$ cat src/rtl/noise_gate_pkg.sv
// Shared types and constants for the noise gate: state encoding, Q1.15/Q2.15 widths, unity gain.
package noise_gate_pkg;

   localparam int SAMPLE_W = 16;
   localparam int GAIN_W   = 17;

   localparam logic [GAIN_W-1:0] GAIN_UNITY = 17'h08000;

   typedef enum logic [2:0] {
      CLOSED  = 3'd0,
      ATTACK  = 3'd1,
      OPEN    = 3'd2,
      HOLD    = 3'd3,
      RELEASE = 3'd4
   } gate_state_t;

endpackage

$ cat src/rtl/gate_gain_mult.sv
// Registered Q1.15 sample x Q2.15 gain multiply; one-cycle latency, valid travels with the product.
module gate_gain_mult
   import noise_gate_pkg::*;
(
   input  logic                       clk,
   input  logic                       rst,
   input  logic                       x_valid,
   input  logic signed [SAMPLE_W-1:0] x_in,
   input  logic        [GAIN_W-1:0]   gain,
   output logic                       y_valid,
   output logic signed [SAMPLE_W-1:0] y_out
);

   localparam int PROD_W = 2 * GAIN_W;

   logic signed [GAIN_W-1:0] x_ext;
   logic signed [GAIN_W-1:0] g_ext;
   logic signed [PROD_W-1:0] prod;
   logic                     unused_prod_bits;

   // Gain never exceeds 0x8000, so its MSB is zero and the signed view is exact.
   assign x_ext = {x_in[SAMPLE_W-1], x_in};
   assign g_ext = signed'(gain);
   assign prod  = PROD_W'(x_ext) * PROD_W'(g_ext);

   assign unused_prod_bits = ^{prod[PROD_W-1:31], prod[14:0]};

   function automatic logic signed [SAMPLE_W-1:0] q15_scale(input logic signed [PROD_W-1:0] p);
      return p[30:15];
   endfunction

   // ---- stage p0 -> output register ----
   always_ff @(posedge clk) begin
      if (rst) begin
         y_valid <= 1'b0;
         y_out   <= '0;
      end else begin
         y_valid <= x_valid;
         if (x_valid) y_out <= q15_scale(prod);
      end
   end

endmodule

$ cat src/rtl/noise_gate.sv
// Hysteretic noise gate: level-driven attack/hold/release gain FSM feeding a registered gain multiply.
module noise_gate
   import noise_gate_pkg::*;
#(
   parameter int ATTACK_STEP  = 512,
   parameter int RELEASE_STEP = 32,
   parameter int HOLD_SAMPLES = 4800,
   parameter int HOLD_W       = 16
) (
   input  logic                       clk,
   input  logic                       rst,
   input  logic                       x_valid,
   input  logic signed [SAMPLE_W-1:0] x_in,
   input  logic        [SAMPLE_W-1:0] rms_in,
   input  logic        [SAMPLE_W-1:0] thr_open,
   input  logic        [SAMPLE_W-1:0] thr_close,
   output logic                       y_valid,
   output logic signed [SAMPLE_W-1:0] y_out,
   output logic                       gate_open,
   output logic        [GAIN_W-1:0]   gain_out
);

   localparam logic [GAIN_W-1:0] A_STEP    = GAIN_W'(ATTACK_STEP);
   localparam logic [GAIN_W-1:0] R_STEP    = GAIN_W'(RELEASE_STEP);
   localparam logic [HOLD_W-1:0] HOLD_INIT = HOLD_W'((HOLD_SAMPLES > 0) ? HOLD_SAMPLES - 1 : 0);

   gate_state_t         state, state_nxt;
   logic [GAIN_W-1:0]   gain, gain_nxt;
   logic [HOLD_W-1:0]   hold_cnt, hold_cnt_nxt;
   logic                above_open, below_close;

   function automatic logic [GAIN_W-1:0] ramp_up(input logic [GAIN_W-1:0] g);
      logic [GAIN_W:0] s;
      s = {1'b0, g} + {1'b0, A_STEP};
      return (s >= {1'b0, GAIN_UNITY}) ? GAIN_UNITY : s[GAIN_W-1:0];
   endfunction

   function automatic logic [GAIN_W-1:0] ramp_down(input logic [GAIN_W-1:0] g);
      return (g <= R_STEP) ? '0 : g - R_STEP;
   endfunction

   assign above_open  = (rms_in >= thr_open);
   assign below_close = (rms_in <  thr_close);

   always_ff @(posedge clk) begin
      if (rst) begin
         state    <= CLOSED;
         gain     <= '0;
         hold_cnt <= '0;
      end else begin
         state    <= state_nxt;
         gain     <= gain_nxt;
         hold_cnt <= hold_cnt_nxt;
      end
   end

   // Transitions into ATTACK or RELEASE leave the gain untouched on that edge.
   always_comb begin
      state_nxt    = state;
      gain_nxt     = gain;
      hold_cnt_nxt = hold_cnt;
      if (x_valid) begin
         case (state)
            CLOSED: begin
               gain_nxt = '0;
               if (above_open) state_nxt = ATTACK;
            end
            ATTACK: begin
               if (below_close) begin
                  state_nxt = RELEASE;
               end else begin
                  gain_nxt = ramp_up(gain);
                  if (ramp_up(gain) == GAIN_UNITY) state_nxt = OPEN;
               end
            end
            OPEN: begin
               gain_nxt = GAIN_UNITY;
               if (below_close) begin
                  if (HOLD_SAMPLES == 0) begin
                     state_nxt = RELEASE;
                  end else begin
                     state_nxt    = HOLD;
                     hold_cnt_nxt = HOLD_INIT;
                  end
               end
            end
            HOLD: begin
               gain_nxt = GAIN_UNITY;
               if (above_open)          state_nxt    = OPEN;
               else if (hold_cnt == '0) state_nxt    = RELEASE;
               else                     hold_cnt_nxt = hold_cnt - 1'b1;
            end
            RELEASE: begin
               if (above_open) begin
                  state_nxt = ATTACK;
               end else begin
                  gain_nxt = ramp_down(gain);
                  if (ramp_down(gain) == '0) state_nxt = CLOSED;
               end
            end
            default: begin
               state_nxt = CLOSED;
               gain_nxt  = '0;
            end
         endcase
      end
   end

   always_comb begin
      gate_open = (state == ATTACK) || (state == OPEN) || (state == HOLD);
   end

   assign gain_out = gain;

   gate_gain_mult u_mult (
      .clk     (clk),
      .rst     (rst),
      .x_valid (x_valid),
      .x_in    (x_in),
      .gain    (gain),
      .y_valid (y_valid),
      .y_out   (y_out)
   );

endmodule
$ cat config.mk
export PLATFORM = sky130hd
export DESIGN_NAME = noise_gate
export DESIGN_NICKNAME = d
export VERILOG_FILES = /design/src/rtl/noise_gate_pkg.sv /design/src/rtl/gate_gain_mult.sv /design/src/rtl/noise_gate.sv
export SDC_FILE = /design/constraint.sdc
export NUM_CORES = 1
export LEC_CHECK = 0
export ABC_AREA = 1
export CORE_ASPECT_RATIO = 1.75
export CORE_MARGIN = 2
export CORE_UTILIZATION = 50
export CTS_CLUSTER_DIAMETER = 60
export DETAILED_ROUTE_END_ITERATION = 8
export GPL_TIMING_DRIVEN = 0
export PLACE_DENSITY = 0.82
export SLEW_MARGIN = 20
export SYNTH_ARGS = -nofsm -noshare
export SYNTH_HDL_FRONTEND = slang
export SYNTH_SLANG_ARGS = --single-unit
$ cat constraint.sdc
create_clock -name clk -period 14.26 [get_ports clk]
set_clock_uncertainty 0.05 [all_clocks]
set_input_delay 2.852 -clock clk [delete_from_list [all_inputs] [get_ports clk]]
set_output_delay 2.852 -clock clk [all_outputs]
set_load 0.02 [all_outputs]
==> results.toml <==
[drt]
route.detailed.drc = 0
vias_per_cell = 5.20
drtIter0Drc = 603
final_antenna_net_count = 0
wire_per_inst_um = 17.3
vias = 12670
wirelength_um = 42100
drt_first_pass_iters = 5

[critical_path]
crit_type = "in -> reg"
cp_max_fo = 10
arrival_ns = 9.25
required_ns = 14.41
cp-start-kind = "input pin"
critPathMaxStageDelay_ns = 0.68
startpoint = "x_in[6]"
cp_slowest_cell = "fa_1"
regToRegStartpoint = "gain_out[16]"
crit_chain = "clkbuf_1 -> clkbuf_1 -> nand2_1 -> fa_1 -> fa_1 -> inv_1 -> fa_1 -> inv_1 -> fa_1 -> inv_1 -> fa_1 -> fa_1 -> ha_1 -> nand2_1 -> nor3_1 -> nand2_1 -> nor3_1 -> nand2_1 -> nand2_1 -> inv_1 -> nand3_1 -> nand3_1 -> nand2_1 -> inv_1"
crit_buf_inv = 7
crit_family = "adder cells"
cp-end-kind = "register"

[logic_synthesis]
yosysUniqueCellTypes = 49
synth_top_family_by_area = "adder cells"
synthMuxAreaShare = 0
synth_top_cell_by_area = "fa_1"
postSynthCellCount = 1967
ys.flop_type = "dfxtp_1"
yosys.area_share.simple = 0.208
synth_xor_area_frac = 0.0190
synth_compound_gate_area_share = 0.0648
netlist_area_mm2 = 0.0143
synth-seq-cells = 53
synth_fa_ha_area_frac = 0.464
synth_edf_count = 0
avgSynthCellArea_um2 = 7.28
ys_top_cells_by_area = "fa_1 (36%), inv_1 (14%), nand2_1 (12%), ha_1 (10%), dfxtp_1 (7.4%)"
async_reset_ff_frac = 0
synth_top_area_frac = 0.365
synth_warnings = 0
syn_nets = 2409
ys_seq_area_frac = 0.0741

[clocking]
cts_max_level = 2
cts_made_buffers = 5
clk_pin_slew_ns = 0.07
tritoncts = "built"
post_cts_buffers = 0
cts.repair.resized = 0
clock_sinks = 53
holdBufCountCts = 0
clock_latency_ns = 0.31
clockRootBuffer = "clkbuf_16"
clockBufferDepth = 2

[timing]
clock.fmax_mhz = 110
whs_ns = 0.440
relSlewSlack = 0.464
finalCriticalPeriod_ns = 9.09
worst_slack_ns = 5.17
drv_slew = 0
hold_viol = 0
finalSetupViolations = 0
finalCritPeriodShare = 0.638
worst_pin_slew_ns = 0.803
fin_setup_tns_ns = 0
rsz0062_at_grt = "false"

[pwr]
ir_drop_mv = 0.148
p_leak_nw = 8.95
p_per_area_mw_per_mm2 = 162

[layout]
final_common_cell = "inv_1"
final_cell_mix = "inv_1 (542), nand2_1 (465), fa_1 (261)"
area_delta_synth_final_pct = 10.3
fin_area_mm2 = 0.0158
fin_nets = 2501
diodes = 0
drive_gt1_frac = 0.0393

[grt]
antenna_found_initial = 0
grt_pass1_vias = 14138
grt-ovfl-total = 0
grt_pass1_wl_um = 69300
grt_max_degree = 19
grt_use_total = 0.292

[placed_design]
placed_area_mm2 = 0.0156
place_ws_ns = 4.93
port_buffers = 85
globalplace.congestion = 0.979
dp_hpwl_um = 36500

[job]
maxCapViolCount = 0

[run_status]
outcome = "completed"

[floorplan]
initial_core_util = 0.504
die_area_mm2 = 0.0301
die_width_um = 132
fp.dieH_um = 228
coreArea_mm2 = 0.0284
fp-row-count = 82
io-pin-count = 102

[worst_hold_path]
hp-start = "hold_cnt[2]"
hold_class = "reg -> reg"
-- worst reg2reg max path: stages, from the launching register on --
cell      delay (ns)
dfxtp_1         0.31
buf_2           0.21
clkbuf_1        0.34
nand2_1         0.14
inv_1           0.06
fa_1            0.69
inv_1           0.15
fa_1            0.73
inv_1           0.21
fa_1            0.53
inv_1           0.05
fa_1            0.55
inv_1           0.05
fa_1            0.50
fa_1            0.44
ha_1            0.44
nand2_1         0.17
nor3_1          0.29
nand2_1         0.15
nor3_1          0.15
nand2_1         0.13
nand2_1         0.11
inv_1           0.05
nand3_1         0.08
nand3_1         0.11
nand2_1         0.09
inv_1           0.04
-- metrics by stage --
stage	total power [mW]	std cells	utilization
4_1_cts	2.56	2438	0.556
3_5_place_dp	2.40	2430	0.551
5_1_grt	2.85	2438	0.556
3_3_place_gp	2.38	2430	0.551
2_1_floorplan	1.74	1967	-
6_report	2.56	2438	0.556
-- state kept, by name, summed over array words and instances, names as in the netlist --
signal / cells
hold_cnt: 16
state: 3
gain_out: 17
u_mult.y_out: 16
u_mult.y_valid: 1
-- cell families after synthesis --
| logic type | Yosys count |
|---|---|
| adders and majority gates | 375 |
| and+or+nand+nor | 719 |
| xor gates and xnor gates | 31 |
| buffers and inverters | 628 |
| DFF | 53 |
| AOI/OAI and AO/OA | 161 |
-- area by class of cell --
type | count | area, um^2
Buffer | 79 | 372
Clock buffer | 5 | 125
Tap cell | 378 | 473
Clock inverter | 3 | 26.3
Multi-Input combinational cell | 1286 | 10800
Fill cell | 2681 | 12600
Inverter | 549 | 2060
Sequential cell | 53 | 1060
Timing Repair Buffer | 85 | 851
-- Yosys cell counts, types with 7 or more instances --
cell      instances
nand4_1          16
o21ai_0          46
nand2_1         465
clkbuf_1         47
xor2_1           20
nand3_1          51
buf_2            15
fa_1            261
nand2_2           9
buf_1             8
inv_1           542
a21oi_2           8
nor3_1           17
a31oi_1          10
inv_2             7
dfxtp_1          53
nor2_1          131
ha_1            114
a21oi_1          63
nor2_2            7
xnor2_1          11
-- metal layers --
| metal | vias to the layer above | share of wire | GRT usage |
|---|---|---|---|
| met2 | 503 | 0.54 | 0.554 |
| met5 | - | 0 | 0 |
| li1 | 5917 | - | - |
| met3 | 186 | 0.051 | 0.0316 |
| met1 | 6064 | 0.32 | 0.279 |
| met4 | 0 | 0.097 | 0.231 |
-- where the power goes --
group          internal [mW]  switching, mW
combinational          0.806           1.43
clock                 0.0664         0.0602
sequential             0.176         0.0224
-- worst paths after layout --
check                     end  slack (ns)  cells after the start
max          u_mult.y_out[15]        5.17                     24
min reg2reg       hold_cnt[2]        0.44                      2
max reg2reg  u_mult.y_out[15]        7.32                     26
min               hold_cnt[2]        0.44                      2
(Power assumes the default switching activity.)
